## src/rtl/axis_frame_player_pkg.sv

```systemverilog
// rtl/axis_frame_player_pkg.sv - shared types and helpers for the frame player
package axis_frame_player_pkg;

    localparam int CX_WIDTH = 16;

    typedef struct packed {
        logic signed [CX_WIDTH-1:0] im;
        logic signed [CX_WIDTH-1:0] re;
    } cx_t;

    typedef enum logic [1:0] {
        IDLE,
        PLAY,
        DRAIN
    } player_state_t;

    function automatic int addr_w(input int depth);
        return (depth > 1) ? $clog2(depth) : 1;
    endfunction

endpackage

```

## src/rtl/axis_skid.sv

```systemverilog
// rtl/axis_skid.sv - 2-entry AXI-Stream skid buffer carrying tdata, tlast and tuser
module axis_skid #(
    parameter int DATA_W = 32,
    parameter int USER_W = 8
) (
    input  logic              clk,
    input  logic              rst,
    input  logic              flush,
    input  logic [DATA_W-1:0] s_axis_tdata,
    input  logic              s_axis_tvalid,
    output logic              s_axis_tready,
    input  logic              s_axis_tlast,
    input  logic [USER_W-1:0] s_axis_tuser,
    output logic [DATA_W-1:0] m_axis_tdata,
    output logic              m_axis_tvalid,
    input  logic              m_axis_tready,
    output logic              m_axis_tlast,
    output logic [USER_W-1:0] m_axis_tuser,
    output logic [1:0]        count
);

    localparam int EW = DATA_W + 1 + USER_W;

    logic [EW-1:0] ent_q [2];
    logic          wr_ptr_q;
    logic          rd_ptr_q;
    logic [1:0]    count_q;
    logic          push;
    logic          pop;

    assign s_axis_tready = (count_q != 2'd2);
    assign m_axis_tvalid = (count_q != 2'd0);
    assign push          = s_axis_tvalid && s_axis_tready;
    assign pop           = m_axis_tvalid && m_axis_tready;
    assign count         = count_q;

    // Head entry drives the outputs directly, so it holds steady while stalled.
    assign {m_axis_tdata, m_axis_tlast, m_axis_tuser} = ent_q[rd_ptr_q];

    always_ff @(posedge clk) begin
        if (rst || flush) begin
            ent_q[0] <= '0;
            ent_q[1] <= '0;
            wr_ptr_q <= 1'b0;
            rd_ptr_q <= 1'b0;
            count_q  <= 2'd0;
        end else begin
            if (push) begin
                ent_q[wr_ptr_q] <= {s_axis_tdata, s_axis_tlast, s_axis_tuser};
                wr_ptr_q        <= ~wr_ptr_q;
            end
            if (pop) begin
                rd_ptr_q <= ~rd_ptr_q;
            end
            count_q <= count_q + {1'b0, push} - {1'b0, pop};
        end
    end

endmodule

```

## src/rtl/axis_frame_player.sv

```systemverilog
// rtl/axis_frame_player.sv - replays a loaded sample buffer as framed AXI-Stream traffic
module axis_frame_player
    import axis_frame_player_pkg::*;
#(
    parameter int WIDTH     = 16,
    parameter int DEPTH     = 64,
    parameter int FRAME_LEN = DEPTH,
    parameter int CNT_WID   = 8
) (
    input  logic                        clk,
    input  logic                        rst,
    input  logic                        wr_en,
    input  logic [addr_w(DEPTH)-1:0]    wr_addr,
    input  logic [2*WIDTH-1:0]          wr_data,
    input  logic                        start,
    input  logic                        stop,
    input  logic                        loop,
    input  logic [CNT_WID-1:0]          nframes,
    output logic [2*WIDTH-1:0]          m_axis_tdata,
    output logic                        m_axis_tvalid,
    input  logic                        m_axis_tready,
    output logic                        m_axis_tlast,
    output logic [CNT_WID-1:0]          m_axis_tuser,
    output logic                        busy,
    output logic                        done,
    output logic                        wr_err
);

    localparam int AW = addr_w(DEPTH);
    localparam int DW = 2 * WIDTH;

    if ((DEPTH % FRAME_LEN) != 0) begin : g_frame_len_check
        $error("axis_frame_player: DEPTH must be a multiple of FRAME_LEN");
    end

    player_state_t      state_q, state_d;
    logic [DW-1:0]      mem [DEPTH];
    logic [AW-1:0]      rd_addr_q;
    logic [CNT_WID-1:0] iss_frame_q;
    logic [CNT_WID-1:0] frames_left_q;
    logic               rd_valid_q;
    logic               rd_last_q;
    logic [DW-1:0]      rd_data_q;
    logic [CNT_WID-1:0] rd_user_q;
    logic               loop_q;
    logic               stop_q;
    logic               done_q;
    logic               wr_err_q;

    logic               skid_in_valid;
    logic               skid_in_ready;
    logic               skid_tvalid;
    logic               skid_tready;
    logic [1:0]         skid_count;

    logic               zero_start;
    logic               wr_ok;
    logic               rd_last;
    logic               pop;
    logic               last_hs;
    logic               end_play;
    logic               issue;
    logic               done_d;
    logic [2:0]         occ_after;

    assign zero_start = !loop && (nframes == '0);
    assign wr_ok      = wr_en && (state_q == IDLE);
    assign rd_last    = ((int'(rd_addr_q) % FRAME_LEN) == (FRAME_LEN - 1));

    assign m_axis_tvalid = skid_tvalid && (state_q == PLAY);
    assign skid_tready   = m_axis_tready && (state_q == PLAY);
    assign pop           = m_axis_tvalid && m_axis_tready;
    assign last_hs       = pop && m_axis_tlast;
    assign end_play      = last_hs && (stop_q || stop || (!loop_q && (frames_left_q == CNT_WID'(1))));

    // Occupancy the skid will have once the in-flight read lands; a new read is safe while <= 1.
    assign occ_after = {1'b0, skid_count} + {2'b00, rd_valid_q} - {2'b00, pop};

    assign skid_in_valid = rd_valid_q && (state_q == PLAY) && skid_in_ready;

    assign busy   = (state_q != IDLE);
    assign done   = done_q;
    assign wr_err = wr_err_q;

    always_comb begin
        state_d = state_q;
        issue   = 1'b0;
        done_d  = 1'b0;
        unique case (state_q)
            IDLE: begin
                if (start) begin
                    if (zero_start) begin
                        done_d = 1'b1;
                    end else begin
                        state_d = PLAY;
                        issue   = 1'b1;
                    end
                end
            end
            PLAY: begin
                issue = (occ_after <= 3'd1);
                if (end_play) begin
                    state_d = DRAIN;
                end
            end
            DRAIN: begin
                state_d = IDLE;
                done_d  = 1'b1;
            end
            default: state_d = IDLE;
        endcase
    end

    // A write colliding with the start-cycle read is forwarded so it is seen by playback.
    always_ff @(posedge clk) begin
        if (wr_ok) begin
            mem[wr_addr] <= wr_data;
        end
        if (issue) begin
            rd_data_q <= (wr_ok && (wr_addr == rd_addr_q)) ? wr_data : mem[rd_addr_q];
        end
    end

    always_ff @(posedge clk) begin
        if (rst) begin
            state_q       <= IDLE;
            rd_addr_q     <= '0;
            iss_frame_q   <= '0;
            rd_valid_q    <= 1'b0;
            rd_last_q     <= 1'b0;
            rd_user_q     <= '0;
            loop_q        <= 1'b0;
            frames_left_q <= '0;
            stop_q        <= 1'b0;
            done_q        <= 1'b0;
            wr_err_q      <= 1'b0;
        end else begin
            state_q    <= state_d;
            done_q     <= done_d;
            wr_err_q   <= wr_en && (state_q != IDLE);
            rd_valid_q <= issue;
            if (issue) begin
                rd_last_q <= rd_last;
                rd_user_q <= iss_frame_q;
            end
            if (state_q == DRAIN) begin
                rd_addr_q   <= '0;
                iss_frame_q <= '0;
            end else if (issue) begin
                rd_addr_q <= rd_addr_q + 1'b1;
                if (rd_last) begin
                    iss_frame_q <= iss_frame_q + 1'b1;
                end
            end
            if (state_q == IDLE) begin
                stop_q <= start && stop && !zero_start;
                if (start) begin
                    loop_q        <= loop;
                    frames_left_q <= nframes;
                end
            end else if (state_q == DRAIN) begin
                stop_q <= 1'b0;
            end else begin
                if (stop) begin
                    stop_q <= 1'b1;
                end
                if (last_hs) begin
                    frames_left_q <= frames_left_q - 1'b1;
                end
            end
        end
    end

    // Entries prefetched past the final frame are discarded during DRAIN.
    axis_skid #(
        .DATA_W (DW),
        .USER_W (CNT_WID)
    ) u_skid (
        .clk           (clk),
        .rst           (rst),
        .flush         (state_q == DRAIN),
        .s_axis_tdata  (rd_data_q),
        .s_axis_tvalid (skid_in_valid),
        .s_axis_tready (skid_in_ready),
        .s_axis_tlast  (rd_last_q),
        .s_axis_tuser  (rd_user_q),
        .m_axis_tdata  (m_axis_tdata),
        .m_axis_tvalid (skid_tvalid),
        .m_axis_tready (skid_tready),
        .m_axis_tlast  (m_axis_tlast),
        .m_axis_tuser  (m_axis_tuser),
        .count         (skid_count)
    );

endmodule

```

## config.mk

```make
export PLATFORM = sky130hd
export DESIGN_NAME = axis_frame_player
export DESIGN_NICKNAME = d
export VERILOG_FILES = /design/src/rtl/axis_frame_player_pkg.sv /design/src/rtl/axis_skid.sv /design/src/rtl/axis_frame_player.sv
export SDC_FILE = /design/constraint.sdc
export NUM_CORES = 2
export LEC_CHECK = 0
export BUFFER_PORTS_ARGS = -buffer_cell sky130_fd_sc_hd__clkbuf_2
export CELL_PAD_IN_SITES_DETAIL_PLACEMENT = 1
export CELL_PAD_IN_SITES_GLOBAL_PLACEMENT = 1
export CORE_UTILIZATION = 56
export DETAILED_ROUTE_END_ITERATION = 8
export GPL_TIMING_DRIVEN = 1
export PLACE_DENSITY_LB_ADDON = 0.05
export SYNTH_ARGS = -nofsm -noshare
export SYNTH_HDL_FRONTEND = slang
export SYNTH_HIERARCHICAL = 1
export SYNTH_SLANG_ARGS = --single-unit
```

## constraint.sdc

```tcl
create_clock -name clk -period 4.3 [get_ports clk]
set_clock_uncertainty 0.1 [all_clocks]
set_input_delay 0.86 -clock clk [delete_from_list [all_inputs] [get_ports clk]]
set_output_delay 0.86 -clock clk [all_outputs]
set_load 0.02 [all_outputs]
```

* After elaboration in Yosys (flattened, before gate mapping)
Memories as Yosys holds them, arrays and structs flattened. A register that Yosys moved wholly into a read port is not among the register bits.
Index checks and enable logic that the tools add are counted.
** Operators by class
- Reduce and logical (&&, ||, !) cells :: 33
- Muxes and demuxes :: 29
- Bitwise gates (word level) :: 2
- Add/sub/neg operators :: 7
- Equality and inequality tests :: 9
- Order comparisons :: 1
** Operator list (count)
- $mux W41 :: 1
- $reduce_or A41 Y1 :: 1
- $mux W8 :: 4
- $mux W1 :: 18
- $logic_and A1 B1 Y1 :: 15
- $ne A2 B2 Y1 const B :: 5
- $add A8 B1 Y8 const B :: 1
- $eq A8 B1 Y1 const B :: 1
- $logic_not A8 Y1 :: 1
- $sub A8 B1 Y8 const B :: 1
- $add A6 B1 Y6 const B :: 1
- $eq A6 B1 Y1 const B :: 1
- $mux W2 :: 3
- $reduce_and A3 Y1 :: 2
- $reduce_bool A2 Y1 :: 3
- $pmux W1 S2 :: 2
- $pmux W2 S2 :: 1
- $reduce_and A2 Y1 :: 2
- $add A2 B1 Y3 :: 1
- $le A3 B1 Y1 const B :: 1
- $logic_not A1 Y1 :: 3
- $logic_or A1 B1 Y1 :: 3
- $reduce_bool A3 Y1 :: 1
- $sub A3 B1 Y3 :: 1
- other kinds (7) :: 8
** Word-level totals
- Word-level logic and storage cells :: 97
- Memories kept :: 2
- Flip-flop bits (word level) :: 42
- Bits in writable memories :: 2130
- Input bits :: 53
** Memories
- mem :: depth 64, bits a word 32, read ports 1, clocked after memory_dff 1, write ports 1, line axis_frame_player.sv:37 : logic [DW-1:0] mem [DEPTH];
- u_skid.ent_q :: depth 2, bits a word 41, read ports 1, clocked after memory_dff 1, write ports 2, line axis_skid.sv:24 : logic [EW-1:0] ent_q [2];

* Depth between registers and ports, before layout
- Depth in word-level cells :: 9
- Mapped depth :: 13
- Depth with buffers taken out :: 12

* Cells and area by module
The synthesis kept the hierarchy.
** By module, submodules not included
- axis_frame_player :: area an instance 81818.5 µm², instances 1, cells an instance 3827
- axis_skid :: area an instance 3856.2 µm², instances 1, cells an instance 253

* Least setup slack after synthesis
OpenSTA, ideal clock, no wires.
- Kind :: input port to flip-flop
- From :: input m_axis_tready
- To :: register rd_data_q[0], read port of mem, enable pin
- Path buffers :: 1
- Path slack :: 637 ps
- Arrival :: 3176 ps
- Library setup time :: 387 ps
- Required time :: 3813 ps
- Stages :: 11
- Cell sequence :: and3_1 ha_1 inv_1 ha_1 inv_1 fa_1 xnor2_1 and3_1 nor2_1 buf_2 inv_1
** Between the ends
- Cells in the longest elaborated chain, start to end :: 4
** RTL lines
- start: declaration :: line axis_frame_player.sv:21 : input logic m_axis_tready,
- $logic_and A1 B1 Y1 :: line axis_frame_player.sv:72 : assign pop = m_axis_tvalid && m_axis_tready;
- $sub A3 B1 Y3 :: line axis_frame_player.sv:77 : assign occ_after = {1'b0, skid_count} + {2'b00, rd_valid_q} - {2'b00, pop};
- $le A3 B1 Y1 :: line axis_frame_player.sv:101 : issue = (occ_after <= 3'd1);
- $pmux W1 S2 :: line axis_frame_player.sv:89 : unique case (state_q)
- named net issue :: line axis_frame_player.sv:62 : logic issue;
- end: declaration :: line axis_frame_player.sv:43 : logic [DW-1:0] rd_data_q;
The timed path passes the listed nets, and every way through them passes these cells.
A chain may end at the register's enable or synchronous reset.

==> flow_summary.ini <==
[final_layout]
mostFrequentLayoutCell = sky130_fd_sc_hd__edfxtp_1
final_layout_size_suffix_gt1_share_pct = 25.7
layout.core_utilization_pct = 63.9
finalNetCount = 4461
layout-area-overhead-vs-synth_pct = 13.3
highest_count_cells_in_the_layout_ignoring_fill_and_taps = 2162 x sky130_fd_sc_hd__edfxtp_1, 427 x sky130_fd_sc_hd__mux4_2, 285 x sky130_fd_sc_hd__mux2i_1
final_cell_area_um2 = 97100

[cts]
clkLatencyLatePin_ns = 0.87
setup_buffers_after_cts = 0
cts.reportedPaths.clkPinSlew_ns = 0.06
cts_made_buffers = 216
cts_hold_repair.buffers = 0
tritoncts_clock_tree = yes
maximum_buffer_depth_of_the_clock_tree = 3
tritoncts_num_sinks = 2205
root_cell_of_the_clock_tree = sky130_fd_sc_hd__clkbuf_16
post_cts_resize_count = 0
cts.htree.levels = 4

[critical_path]
critical_path_required_ns = 4.76
timing.critical_path.to_type = register
biggest_fanout_along_the_worst_timing_path = 27
worst_path_slowest_cell = sky130_fd_sc_hd__nor3_1
crit_path_frequent_cell = sky130_fd_sc_hd__buf_12
critical-path-top-delay-family = buffers and inverters
critPathLaunchType = register
crit_path_cell_trace = buf_12 > buf_12 > buf_4 > mux4_2 > mux2i_1 > o22ai_1 > nor3_1 > a31oi_1
timing_worst_setup_path_type = register to register
cp.buffers_inverters = 3
critPathMaxStageDelay_ns = 0.77
timing.critical_path.arrival_ns = 4.30

[logic_synthesis]
netlist_top_cells_area = sky130_fd_sc_hd__edfxtp_1 76%, sky130_fd_sc_hd__mux4_2 11%, sky130_fd_sc_hd__mux2i_1 3.3%
synth_area_leader_cell = sky130_fd_sc_hd__edfxtp_1
number_of_warnings_issued_by_yosys = 6
summed_instance_area_of_the_synthesized_netlist_um2 = 85700
asyncSetResetFlopFracSynth_pct = 0
synth.net_count = 4142
synth_flop_cell = sky130_fd_sc_hd__edfxtp_1
post_synth.cell_area_avg_um2 = 21.0
postSynthCellCount = 4080
synth_edf_count = 2162
count_of_distinct_cell_types_in_the_synthesized_netlist = 77
yosysTopAreaCellShare_pct = 75.8
synth-seq-area-share_pct = 76.8
synth-seq-cells = 2205

[sta]
final_max_slew_viol_count = 0
finalSetupViolCount = 0
layout_setup_ws_ns = 0.459
rsz_0062_raised_after_global_routing = no
worstMarginPinSlew_ns = 1.27
fin_crit_sh_pct = 89.3
final-hold-violation-count = 0
layout_min_cycle_time_ns = 3.84
timing.max_slew.rel_slack_pct = 15.0
max_freq_mhz = 260
finalSetupTns_ns = 0

[pwr]
ir_worst_vdd_v = 0.000458
design_power_total_uw = 46600
power_leakage_uw = 0.0305
power_density_nw_per_um2 = 480

[detailed_routing]
drt_wl_total_um = 241000
drtPass1Iterations = 5
routed_wire_length_per_instance_um = 36.4
detailedRoute.firstIterationViolations = 5478
via_count = 44100
drt_drc_violations_left = 0
drt-vias-per-instance = 6.66
drtAntennaViolNets = 0

[placed_design]
globalplace.congestion = 0.828
io_buffer_count = 97
place_area_um2 = 90300
detailed_place_hpwl_um = 141000
place_worst_setup_slack_ns = 0.537

[floorplanning]
initial_utilization_pct = 56.4
fp.coreArea_um2 = 152000
design.die.area_um2 = 155000
die_w_um = 393
std_cell_rows = 143
die_height_um = 393
number_of_ports_placed_on_the_die_boundary = 98

[global_routing]
antenna_found_initial = 12
grt_pass1_wl_um = 338000
first_global_vias = 45000
grt.overflow.total = 0
grt_start_max_net_pins = 86
grt_usage_pct = 31.7

[job]
maxCapViolCount = 0

[run_status]
result_of_the_run = completed

[min_path]
holdCritPathClass = input port to register
state kept, by name, indices dropped and copies added, names as in the netlist, 2 cells and up, named ones only:
| register | count |
|---|---|
| rd_addr_q | 6 |
| rd_user_q | 8 |
| iss_frame_q | 8 |
| mem | 2048 |
| state_q | 2 |
| frames_left_q | 8 |
| u_skid/count | 2 |
| u_skid/ent_q | 82 |
| rd_data_q | 32 |
worst paths after layout:
| path | from | endpoint | slack [ns] | cells past startpoint |
|---|---|---|---|---|
| max | rd_addr_q[0] | rd_data_q[0] | 0.46 | 8 |
| min | stop | stop_q | 0.18 | 3 |
| max reg2reg | rd_addr_q[0] | rd_data_q[0] | 0.46 | 8 |
| min reg2reg | rd_user_q[1] | rd_user_q[1] | 0.36 | 2 |
kinds of logic (layout without fill, tap and decap cells):
family | Yosys count | count (layout) | synth area share (%)
adder cells (fa/ha/maj) | 9 | 9 | 0.140
flip-flops | 2205 | 2205 | 76.8
AND/OR/NAND/NOR | 437 | 437 | 2.60
XOR/XNOR | 17 | 17 | 0.174
buffers and inverters | 253 | 757 | 1.71
other | 0 | 2 | 0
multiplexers | 785 | 785 | 15.5
AO/OA/AOI/OAI | 374 | 374 | 3.07
tightest hold or removal path: stages:
cell and delay [ns]:
sky130_fd_sc_hd__clkbuf_2 0.11, sky130_fd_sc_hd__nand2_1 0.06, sky130_fd_sc_hd__a21oi_1 0.05
per-layer routing:
metal,GRT usage [%],routed length (um),vias up
met2,49.7,114000,2154
met5,0,39,-
met1,45.7,97100,23800
met3,6.30,22600,360
met4,9.03,6490,8
li1,-,-,17700
Yosys cell counts, drive strengths merged, types with 22 or more instances:
master  number
a21oi       65
a22oi       69
a31oi       22
and3       108
buf        175
clkbuf      61
dfxtp       43
edfxtp    2162
mux2        73
mux2i      285
mux4       427
nand2       64
nand3       22
nor2       148
o21ai       28
o22ai       56
metrics by stage:
stage,hold slack (ns),instances
final,0.184,6616
after global routing,0.156,6614
after CTS,0.120,6614
after detailed placement,0.354,6211
after global placement,0.344,6211
after floorplan,0.336,4080
area by class of cell:
| type | instances | area (um^2) |
|---|---|---|
| Fill cell | 12200 | 54800 |
| Clock buffer | 262 | 5620 |
| Sequential cell | 2205 | 65800 |
| Multi-Input combinational cell | 1622 | 19000 |
| Antenna cell | 2 | 5.00 |
| Tap cell | 2030 | 2540 |
| Clock inverter | 141 | 1140 |
| Inverter | 17 | 63.8 |
| Timing Repair Buffer | 337 | 2980 |
power breakdown:
group,total (uW),switching (uW),internal [uW]
Sequential,24000,220,23800
Combinational,4320,2420,1910
Clock,18200,8060,10200
Total,46600,10700,35900
Note: power is estimated with default switching activity, not from simulation.
